==> src/rtl/ip_dram_pkg.sv <==
// ip_dram_pkg: shared state encoding, requester ids and address layout for the DDR3 arbiter
package ip_dram_pkg;
  localparam int ADDR_W = 27;
  localparam int DATA_W = 128;
  localparam int MASK_W = 16;
  localparam int BANK_LSB = 24;
  localparam int ROW_LSB = 10;
  localparam int COL_LSB = 0;
  typedef enum logic [1:0] {IDLE, ISSUE, WAIT_RD} state_t;
  typedef enum logic {REQ_A, REQ_B} req_t;
  function automatic logic [2:0] addr_bank(input logic [ADDR_W-1:0] a);
    return a[ADDR_W-1:BANK_LSB];
  endfunction
  function automatic logic [13:0] addr_row(input logic [ADDR_W-1:0] a);
    return a[BANK_LSB-1:ROW_LSB];
  endfunction
endpackage

==> src/rtl/ip_dram_rr_select.sv <==
// ip_dram_rr_select: two-way requester picker, round-robin or fixed A priority
module ip_dram_rr_select import ip_dram_pkg::*; #(
  parameter bit FIXED_PRIORITY = 1'b0
) (
  input  logic clk,
  input  logic reset_n,
  input  logic a_valid,
  input  logic b_valid,
  input  logic en,
  output logic pick_b,
  output logic any
);
  req_t last_grant;
  assign any = a_valid | b_valid;
  // on a tie B wins only when round-robin is on and A had the last grant
  assign pick_b = b_valid & (~a_valid | (~FIXED_PRIORITY & (last_grant == REQ_A)));
  always_ff @(posedge clk or negedge reset_n)
    if (!reset_n) last_grant <= REQ_B;
    else if (en && any) last_grant <= pick_b ? REQ_B : REQ_A;
endmodule

==> src/rtl/ip_dram_arbiter.sv <==
// ip_dram_arbiter: shares one DDR3 controller user port between requesters A and B,
// one transaction in flight, read data routed back to the requester that issued it.
module ip_dram_arbiter import ip_dram_pkg::*; #(
  parameter bit FIXED_PRIORITY = 1'b0
) (
  input  logic              clk,
  input  logic              reset_n,
  input  logic              sdram_init_busy,
  input  logic [ADDR_W-1:0] a_address,
  input  logic              a_write,
  input  logic              a_valid,
  output logic              a_ready,
  input  logic [DATA_W-1:0] a_wdata,
  input  logic [MASK_W-1:0] a_wdata_mask,
  output logic [DATA_W-1:0] a_rdata,
  output logic              a_rdata_valid,
  input  logic [ADDR_W-1:0] b_address,
  input  logic              b_write,
  input  logic              b_valid,
  output logic              b_ready,
  input  logic [DATA_W-1:0] b_wdata,
  input  logic [MASK_W-1:0] b_wdata_mask,
  output logic [DATA_W-1:0] b_rdata,
  output logic              b_rdata_valid,
  output logic [ADDR_W-1:0] dram_address,
  output logic              dram_write,
  output logic              dram_valid,
  output logic [DATA_W-1:0] dram_wdata,
  output logic [MASK_W-1:0] dram_wdata_mask,
  input  logic              dram_ready,
  input  logic [DATA_W-1:0] dram_rdata,
  input  logic              dram_rdata_valid
);
  state_t state;
  req_t   owner;
  logic   pick_b, any, grant;
  ip_dram_rr_select #(.FIXED_PRIORITY(FIXED_PRIORITY)) u_sel (
    .clk     (clk),
    .reset_n (reset_n),
    .a_valid (a_valid),
    .b_valid (b_valid),
    .en      ((state == IDLE) && !sdram_init_busy),
    .pick_b  (pick_b),
    .any     (any)
  );
  assign grant = (state == IDLE) && !sdram_init_busy && any;
  assign a_rdata = dram_rdata;
  assign b_rdata = dram_rdata;
  assign a_rdata_valid = (state == WAIT_RD) && (owner == REQ_A) && dram_rdata_valid;
  assign b_rdata_valid = (state == WAIT_RD) && (owner == REQ_B) && dram_rdata_valid;
  // ready pulses in the cycle after the grant edge; dram_valid rises one cycle later
  always_ff @(posedge clk or negedge reset_n)
    if (!reset_n) begin
      state <= IDLE;
      owner <= REQ_A;
      a_ready <= 1'b0;
      b_ready <= 1'b0;
      dram_valid <= 1'b0;
      dram_address <= '0;
      dram_write <= 1'b0;
      dram_wdata <= '0;
      dram_wdata_mask <= '0;
    end else begin
      a_ready <= 1'b0;
      b_ready <= 1'b0;
      case (state)
        IDLE: if (grant) begin
          a_ready <= ~pick_b;
          b_ready <= pick_b;
          owner <= pick_b ? REQ_B : REQ_A;
          dram_address <= pick_b ? b_address : a_address;
          dram_write <= pick_b ? b_write : a_write;
          dram_wdata <= pick_b ? b_wdata : a_wdata;
          dram_wdata_mask <= pick_b ? b_wdata_mask : a_wdata_mask;
          state <= ISSUE;
        end
        ISSUE: if (!dram_valid) dram_valid <= 1'b1;
        else if (dram_ready) begin
          dram_valid <= 1'b0;
          state <= dram_write ? IDLE : WAIT_RD;
        end
        WAIT_RD: if (dram_rdata_valid) state <= IDLE;
        default: state <= IDLE;
      endcase
    end
endmodule

==> config.mk <==
export PLATFORM = sky130hd
export DESIGN_NAME = ip_dram_arbiter
export DESIGN_NICKNAME = d
export VERILOG_FILES = /design/src/rtl/ip_dram_pkg.sv /design/src/rtl/ip_dram_rr_select.sv /design/src/rtl/ip_dram_arbiter.sv
export SDC_FILE = /design/constraint.sdc
export NUM_CORES = 1
export LEC_CHECK = 0
export CORE_AREA = 10 10 344 346
export DETAILED_ROUTE_END_ITERATION = 16
export DIE_AREA = 0 0 354 356
export GPL_TIMING_DRIVEN = 0
export SLEW_MARGIN = 40
export SYNTH_ARGS = -nofsm -noshare
export SYNTH_HDL_FRONTEND = slang
export SYNTH_SLANG_ARGS = --single-unit
==> constraint.sdc <==
create_clock -name clk -period 1.9 [get_ports clk]
set_clock_uncertainty 0.1 [all_clocks]
set_input_delay 0.285 -clock clk [delete_from_list [all_inputs] [get_ports clk]]
set_output_delay 0.285 -clock clk [all_outputs]
set_load 0.02 [all_outputs]
# --- Word-level counts from Yosys, hierarchy flattened ---
# Cells that the tools add are included.
totals:
  regBits: 179
  input_bits: 479
  out_inout_bits: 433
  wordCells: 50
op_classes:
  eq_ne: 6
  n_mux: 17
  bitwise: 7
  n_reduce_logical: 10
op_table:
  columns: ["cell", "n"]
  rows:
  - ["128-bit two-way mux", 1]
  - ["27-bit two-way mux", 1]
  - ["16-bit two-way mux", 1]
  - ["2-bit two-way mux", 5]
  - ["1-bit two-way mux", 8]
  - ["2-bit != test (second input constant)", 4]
  - ["1-bit logical AND", 6]
  - ["2-bit case mux with 3 select lines", 1]
  - ["1-bit NOT", 4]
  - ["4-bit AND reduction", 1]
  - ["2-bit by 1-bit == test with 1-bit output (second input constant)", 1]
  - ["2-bit == test (second input constant)", 1]
  - ["2-bit logical NOT", 1]
  - ["1-bit OR", 2]
  - ["2-bit AND reduction", 1]
  - ["1-bit bitwise AND", 1]
  - ["1-bit logical NOT", 1]

# --- Longest topological paths before layout ---
# Gate-level depths: netlist (run 1).
depth:
  depth_word: 6
  ltp_mapped: 6
  depth_no_buf: 3

# --- Cells and area by module ---
# From an unflattened synthesis (run 1), not the netlist that was laid out.
hier_totals:
  hier_cells: 836
  hier_area_um2: 10707.8
modules_own_cells:
  columns: ["mod", "n_inst", "cells_each", "area_per_inst_um2", "seq_area_each_um2"]
  rows:
  - ["ip_dram_arbiter", 1, 831, 10656.5, 4454.3]
  - ["ip_dram_rr_select", 1, 5, 51.3, 26.3]

# --- Worst setup path after synthesis (run 1) ---
# OpenSTA, ideal clock, no wires.
synth_path:
  kind: "reg2reg"
  start: "register u_sel.last_grant"
  end: "register dram_wdata[51]"
  setup_ns: 0.126
  t_arrival_ns: 1.456
  required_ns: 1.674
  setup_slack_ns: 0.218
  stages_incl_launch_ff: 7
  path_buffers: 3
  synth_period_minus_slack_ns: 1.682
  path_cell_list: "dfstp_2 -> nand2_1 -> and3_1 -> buf_2 -> buf_6 -> buf_2 -> a221o_1"
synth_between:
  elab_chain_cells: 4
synth_lines:
  columns: ["element", "line", "source"]
  rows:
  - ["start, declared", "ip_dram_rr_select.sv:13", "req_t last_grant;"]
  - ["start signal, assigned", "ip_dram_rr_select.sv:19", "else if (en && any) last_grant <= pick_b ? REQ_B : REQ_A;"]
  - ["1-bit NOT", "ip_dram_rr_select.sv:16", "assign pick_b = b_valid & (~a_valid | (~FIXED_PRIORITY & (last_grant == REQ_A)));"]
  - ["1-bit OR", "ip_dram_rr_select.sv:16", null]
  - ["1-bit bitwise AND", "ip_dram_rr_select.sv:16", null]
  - ["128-bit two-way mux", "ip_dram_arbiter.sv:73", "dram_wdata <= pick_b ? b_wdata : a_wdata;"]
  - ["end signal, assigned", "ip_dram_arbiter.sv:73", null]
  - ["end, declared", "ip_dram_arbiter.sv:28", "output logic [DATA_W-1:0] dram_wdata,"]
# Every way passes these cells.
# A chain may end at the register's enable or synchronous reset.

# --- Worst setup path in the final report (run 1) ---
layout_path:
  start: "register state[0]"
  end: "register dram_address[0]"
layout_between:
  elab_chain_cells: 4
layout_lines:
  columns: ["element", "line", "source"]
  rows:
  - ["start, declared", "ip_dram_arbiter.sv:34", "state_t state;"]
  - ["start signal, assigned", "ip_dram_arbiter.sv:80", "state <= dram_write ? IDLE : WAIT_RD;"]
  - ["2-bit logical NOT *", "ip_dram_arbiter.sv:46, ip_dram_arbiter.sv:66", null]
  - ["1-bit logical AND (2 in a row)", "ip_dram_arbiter.sv:46", "assign grant = (state == IDLE) && !sdram_init_busy && any;"]
  - ["2-bit AND reduction (no line) *", null, null]
  - ["end signal, assigned", "ip_dram_arbiter.sv:71", "dram_address <= pick_b ? b_address : a_address;"]
  - ["end, declared", "ip_dram_arbiter.sv:25", "output logic [ADDR_W-1:0] dram_address,"]
# Mark *: on every way between the ends. The rest lies on a longest branch, timed or not.

==> results of run 1 <==
==> final timing paths <==
check	start	to	slack, ns	depth (start not counted)
hold reg to reg	dram_wdata[23]	dram_wdata[23]	0.41	1
setup reg to reg	state[0]	dram_address[0]	-0.21	5
max in group asynchronous	reset_n	dram_address[25]	0.67	3
setup / recovery	state[0]	dram_address[0]	-0.21	5
hold / removal	reset_n	dram_wdata[77]	0.24	2
min in group clk	b_wdata[83]	dram_wdata[83]	0.28	2
==> repair_timing <==
item,4_1_cts,5_1_grt
setup endpoints to repair,353,171
resized for setup,374,62
hold endpoints to repair,59,0
gates cloned,6,11
hold buffers,1,0
pin swaps,9,9
setup buffers,11,3
==> metal layers <==
metal	GRT usage, %	vias up	wire length [um]
met5	0	-	143
met4	5.18	22	2860
met3	5.95	99	8940
met2	19.9	687	39800
met1	15.4	5799	35900
li1	-	5313	-
==> cell usage in the layout (no fill, tap or decap), types with 3 or more instances in the layout <==
master / synthesis / routed
clkdlybuf4s50_1: 0 / 604
buf_4: 258 / 279
nand2_1: 177 / 176
dfrtp_1: 178 / 176
a221o_1: 172 / 172
dlygate4sd2_1: 0 / 166
nor3_1: 173 / 149
clkbuf_16: 0 / 36
buf_6: 12 / 20
buf_2: 28 / 16
nor3_4: 0 / 13
diode_2: 0 / 12
clkbuf_2: 0 / 11
buf_12: 0 / 11
nor3_2: 0 / 11
buf_8: 0 / 9
clkbuf_1: 39 / 8
buf_16: 0 / 7
clkdlybuf4s15_2: 0 / 7
inv_6: 0 / 5
clkbuf_4: 0 / 3
==> where the power goes <==
part / internal, mW / leakage, nW / switching (mW) / total [mW]
clock: 2.02 / 0.292 / 2.05 / 4.08
combinational: 6.26 / 6.79 / 7.98 / 14.2
sequential: 5.59 / 2.22 / 1.48 / 7.07
total: 13.9 / 9.30 / 11.5 / 25.4
==> synth_stat cells, drive strengths merged (2+ instances only) <==
cell      n  area (sq um)
a21o      2          15.0
a221o   172          1720
and3      2          12.5
buf     313          2270
clkbuf   39           146
dfrtp   178          4450
nand2   177           664
nor2b     3          18.8
nor3    173           866
==> state kept, by name (all words and copies together), names as in the netlist <==
name	cells
dram_write	1
dram_wdata	128
state	2
dram_address	27
a_ready	1
owner	1
b_ready	1
dram_wdata_mask	16
u_sel.last_grant	1
dram_valid	1
==> metrics by stage <==
step / setup TNS, ns / setup slack (ns) / instances / instance area [sq um] / util [%]
after CTS: -7.18 / -0.143 / 3402 / 21400 / 19.1
final: -3.46 / -0.208 / 3424 / 21700 / 19.5
after floorplan: 0 / 0.218 / 1068 / 10200 / -
after detailed placement: -205.45 / -1.42 / 3353 / 20000 / 18.0
after global placement: -1772.98 / -8.37 / 3351 / 20000 / 17.9
after global routing: -10.94 / -0.183 / 3418 / 21700 / 19.5
==> layout make-up <==
class                   instances  area, sq um  area share [%]
clock buffers                  19          443            2.04
clock inverters                13          163           0.748
plain buffers                 348         2940            13.5
well taps                    1500         1880            8.63
diodes                         12         30.0           0.138
repair buffers                816         8220            37.8
flip-flops and latches        179         4480            20.6
inverters                       1         3.75          0.0173
multi-input cells             536         3580            16.5
==> worst max-delay path, stage by stage, from the launching register on <==
cell	delay [ns]
dfrtp_2	0.46
or3_4	0.40
buf_12	0.18
buf_12	0.19
nor3_4	0.46
a221o_1	0.19
==> kinds of logic (layout without fill, tap and decap cells) <==
group / Yosys count / count (layout) / share of synthesized area [%]
buffers and inverters: 353 / 1197 / 23.6
other: 0 / 12 / 0
AOI/OAI and AO/OA: 177 / 177 / 17.2
DFF: 179 / 179 / 43.8
and+or+nand+nor: 359 / 359 / 15.5
==> Flow_metrics.wiki, run 1 <==
{| class="wikitable"
! Metric !! Value
|-
| Run status || finished, violations left
|-
| Violations in the final reports || setup timing
|-
| EDFF count, synth || 0
|-
| Kind of end point of the critical path || flip-flop
|-
| Largest net degree at the start of global routing || 63
|-
| Period Utilization, post-route || 111%
|-
| Max-Cap Viols || 0
|-
| Iteration-0 DRC count of the detailed router || between 700 and 800
|-
| Total detailed-routing wirelength || just under 90 mm
|-
| Data required, critical path || 2.25 ns
|-
| Clock-pin slew reported for the worst setup and hold paths after clock tree synthesis || 0.09 ns
|-
| Syn Std Cell Area || approximately 0.010 sq mm
|-
| Routed Antenna Nets || 0
|-
| Yosys synthesis warning count || 0
|-
| IO Port Bufs || 783
|-
| Hold crit path type || input pin to async pin
|-
| Via density || ~3.5
|-
| Unique masters post-synth || 21
|-
| Signal arrival time at the worst endpoint || about 2.5 ns
|-
| Global router's overall resource usage || about an eighth
|-
| Setup crit start kind || flip-flop
|-
| Ports placed on the boundary || 912
|-
| Worst skew pair latency || 0.51 ns
|-
| Post-layout minimum cycle time || between 2 and 2.5 ns
|-
| Cells after synthesis || 1068
|-
| Number of max-slew violations in the final report || 0
|-
| Sink Count || roughly 180
|-
| Post-synthesis to final-layout area growth || 112%
|-
| Number of antenna violations at the first check in global routing || 24
|-
| Via count || ~12000
|-
| Share of synthesized flip-flops with an asynchronous set or reset || between 90% and 100%
|-
| Leakage power of the design || 9.30 nW
|-
| Effective utilization at floorplan || 9.18%
|-
| Deepest clock path buffer count || 2
|-
| Final-report hold violation count || 0
|-
| Max-slew headroom || 58.9%
|-
| Die width || roughly 350 um
|-
| Setup repair after global routing missed its margin || yes
|-
| Fraction of final layout cells with drive strength greater than 1 || a little under a quarter
|-
| Tightest Pin Transition || 0.617 ns
|-
| Count of standard-cell rows || 123
|-
| Net count, final || ~2400
|-
| Most used flip-flop cell after synthesis || dfrtp_1
|-
| Root buffer cell || clkbuf_16
|-
| Crit-path max FO || 8
|-
| Layout fillers || 12400
|-
| H-tree Lvls || 4
|-
| Count of state elements after synthesis || about 180
|-
| Global-route wire length before repair || 111 mm
|-
| Average cell area after synthesis || 9.59 sq um
|-
| Remaining global-route overflow || 0
|-
| RD Place Congestion || ~0.89
|-
| Post-Synthesis Net Count || 1547
|-
| Peak ir drop on the vdd network || 0.000767 V
|-
| Total Power || 25.4 mW
|-
| Clock tree from TritonCTS || yes
|-
| Via count of the first global-routing pass || 12500
|-
| DRC viols || 0
|-
| Detailed-router iteration count before antenna repair || 5
|-
| FMAX || 474 MHz
|-
| Register area share after synthesis || 43.8%
|-
| Floorplan Core Area || 0.112 sq mm
|-
| Full die area || 0.126 sq mm
|-
| Y dimension of the die || 356 um
|-
| CTS buffer count || 17
|-
| Path type of the worst setup path || flip-flop to flip-flop
|-
| Final setup violation count || ~100
|-
| Min Hold Slack || approximately 0.24 ns
|-
| HPWL after detailed placement || a little over 70 mm
|-
| Routed length per instance || 25.6 um
|-
| Setup slack of the critical path after layout || -0.208 ns
|-
| Pwr dens || 1170 mW/mm^2
|}
Note: power is estimated with default switching activity, not from simulation.
==> run 2: changes to the inputs <==
--- a/config.mk
+++ b/config.mk
@@ -5,9 +5,9 @@
 export SDC_FILE = /design/constraint.sdc
 export NUM_CORES = 1
 export LEC_CHECK = 0
-export CORE_AREA = 10 10 344 346
+export CORE_AREA = 2 2 357 359
 export DETAILED_ROUTE_END_ITERATION = 16
-export DIE_AREA = 0 0 354 356
+export DIE_AREA = 0 0 359 361
 export GPL_TIMING_DRIVEN = 0
 export SLEW_MARGIN = 40
 export SYNTH_ARGS = -nofsm -noshare
==> run 2 against run 1 <==
Effect of this change: the run still ends with setup timing left; maximum frequency decreased by 0.33%; register-to-register slack about the same; critical path depth increased by 4; global-route usage decreased by 0.57 points; sequential cell count unchanged; critical endpoint is now dram_wdata[97].
==> Flow_metrics.wiki, run 2 (synthesis gave the netlist of run 1 again) <==
{| class="wikitable"
! Metric !! Value
|-
| Total detailed-routing wirelength || 84.2 mm
|-
| FMAX || 473 MHz
|-
| Number of antenna violations at the first check in global routing || 20
|-
| Via count || 11900
|-
| Signal arrival time at the worst endpoint || 2.41 ns
|-
| Peak ir drop on the vdd network || 0.000735 V
|-
| Startpoint of the lowest-slack register-to-register path || u_sel.last_grant
|-
| Setup repair after global routing missed its margin || yes
|-
| Post-synthesis to final-layout area growth || 118%
|-
| Period Utilization, post-route || 111%
|-
| Max-Cap Viols || 0
|-
| End of the worst register-to-register path || dram_wdata[97]
|-
| Post-layout minimum cycle time || 2.12 ns
|-
| Routed Antenna Nets || 0
|-
| Setup slack of the critical path after layout || -0.215 ns
|-
| Hold crit path type || input pin to async pin
|-
| Ports placed on the boundary || 912
|-
| DRC viols || 0
|-
| Detailed-router iteration count before antenna repair || 6
|-
| Min Hold Slack || 0.201 ns
|-
| Largest registers ranked by flip-flop count || dram_wdata: 128 flops, dram_address: 27 flops, dram_wdata_mask: 16 flops
|-
| Number of max-slew violations in the final report || 0
|-
| Flip-flop count of the largest register, all copies and words added || 128
|-
| Max-slew headroom || 60.2%
|-
| H-tree Lvls || 4
|-
| Minimum setup slack among reg-to-reg paths || -0.22 ns
|-
| Layout fillers || ~14000
|-
| Final-report hold violation count || 0
|-
| Worst setup slack before clock tree synthesis || -1.53 ns
|-
| Commonest cells after routing, fill and taps aside || clkdlybuf4s50_1 (604), buf_4 (266), dfrtp_1 (177), nand2_1 (176), a221o_1 (172)
|-
| Tightest Pin Transition || 0.598 ns
|-
| Pwr dens || about 1200 mW/mm^2
|-
| Data required, critical path || 2.19 ns
|-
| Worst skew pair latency || 0.51 ns
|-
| Leakage power of the design || 9.45 nW
|-
| Remaining global-route overflow || 0
|-
| Setup crit start kind || flip-flop
|-
| Final setup violation count || 145
|-
| Fraction of final layout cells with drive strength greater than 1 || 23.9%
|-
| Die width || 359 um
|-
| Clock-pin slew reported for the worst setup and hold paths after clock tree synthesis || about 0.080 ns
|-
| RD Place Congestion || 0.888
|-
| IO Port Bufs || 783
|-
| Via count of the first global-routing pass || 12300
|-
| Global router's overall resource usage || between 10% and 20%
|-
| Count of non-filler cells in the finished layout || 3592
|-
| Net count, final || 2402
|-
| Largest net degree at the start of global routing || 71
|-
| Root buffer cell || clkbuf_16
|-
| Iteration-0 DRC count of the detailed router || 833
|-
| Violations in the final reports || setup timing
|-
| Routed length per instance || 23.4 um
|-
| Timing startpoint of the critical path || u_sel.last_grant
|-
| Via density || 3.31
|-
| Y dimension of the die || 361 um
|-
| Cell total after placement || 3507
|-
| Total Power || 25.7 mW
|-
| Global-route wire length before repair || 108 mm
|-
| Sink Count || 179
|-
| Run status || finished, violations left
|-
| Crit-path max FO || 5
|-
| Path type of the worst setup path || flip-flop to flip-flop
|-
| Depth of the worst register-to-register path || 9
|-
| Clock tree from TritonCTS || yes
|-
| Leading cell type in the layout, fill and taps excluded || clkdlybuf4s50_1
|-
| Floorplan Core Area || 0.125 sq mm
|-
| Effective utilization at floorplan || under 10%
|-
| Deepest clock path buffer count || 2
|-
| Count of standard-cell rows || 130
|-
| HPWL after detailed placement || 67.2 mm
|-
| CTS buffer count || 17
|-
| Largest register by flop count || dram_wdata
|-
| Termination of the worst setup path || dram_wdata[97]
|-
| Kind of end point of the critical path || flip-flop
|-
| Full die area || approximately 0.13 sq mm
|}
run 2: changes by cell type in the layout (fill, tap and decap cells not counted), sizes merged, moves of 3 or more:
| cell | change |
|---|---|
| buf | +19 |
| clkbuf | +3 |
| clkdlybuf4s15 | +10 |
| clkinv | +3 |
| diode | -6 |
| dlygate4sd2 | -11 |
run 2: worst min path at each step:
stage | slack [ns] | endpoint | cells after the start
after floorplan | -0.11 | a_ready | 0
after global placement | 0.38 | owner | 1
after detailed placement | 0.17 | dram_wdata[71] | 1
after CTS | 0.15 | dram_wdata[71] | 2
after global routing | 0.19 | dram_wdata[71] | 2
final | 0.20 | dram_wdata[71] | 2
run 2: repair_timing:
action	in CTS	in global routing
resized for setup	412	33
endpoints found under the hold margin	53	0
setup buffers	20	7
hold buffers	1	0
endpoints found under the setup margin	353	179
pin swaps	60	32
gates cloned	19	8
run 2: area by class of cell:
| cell class | instances | area, sq um | area share (%) |
|---|---|---|---|
| repair buffers | 839 | 8730 | 39.1 |
| multi-input cells | 536 | 3490 | 15.6 |
| flip-flops and latches | 179 | 4480 | 20.1 |
| clock buffers | 17 | 425 | 1.91 |
| diodes | 6 | 15.0 | 0.0673 |
| plain buffers | 349 | 2950 | 13.2 |
| clock inverters | 15 | 168 | 0.751 |
| inverters | 1 | 3.75 | 0.0168 |
| well taps | 1650 | 2060 | 9.25 |
run 2: layer usage:
metal | vias up | GRT usage (%) | wire length (um)
met2 | 638 | 19.3 | 38400
li1 | 5346 | - | -
met5 | - | 0 | 97
met4 | 18 | 3.76 | 1980
met1 | 5812 | 15.5 | 37300
met3 | 80 | 4.67 | 6410
run 2: report_power, final:
| part | switching, mW | internal, mW |
|---|---|---|
| logic | 8.09 | 6.59 |
| clock network | 2.06 | 1.87 |
| registers | 1.52 | 5.59 |
run 2: per-stage QoR:
step | cell area, sq um | utilization [%] | TNS [ns]
6_report | 22300 | 17.8 | -11.32
5_1_grt | 22300 | 17.8 | -22.40
4_1_cts | 22100 | 17.6 | -25.50
3_5_place_dp | 20300 | 16.2 | -216.27
3_3_place_gp | 20100 | 16.1 | -1751.50
2_1_floorplan | 10200 | - | 0
run 2: worst max-delay path: stages, from the launching register on:
cell and delay (ns):
dfstp_2 0.54, buf_6 0.09, nand2_2 0.04, and3_4 0.19, buf_12 0.14, buf_12 0.14
buf_16 0.15, buf_12 0.15, buf_8 0.12, a221o_1 0.30
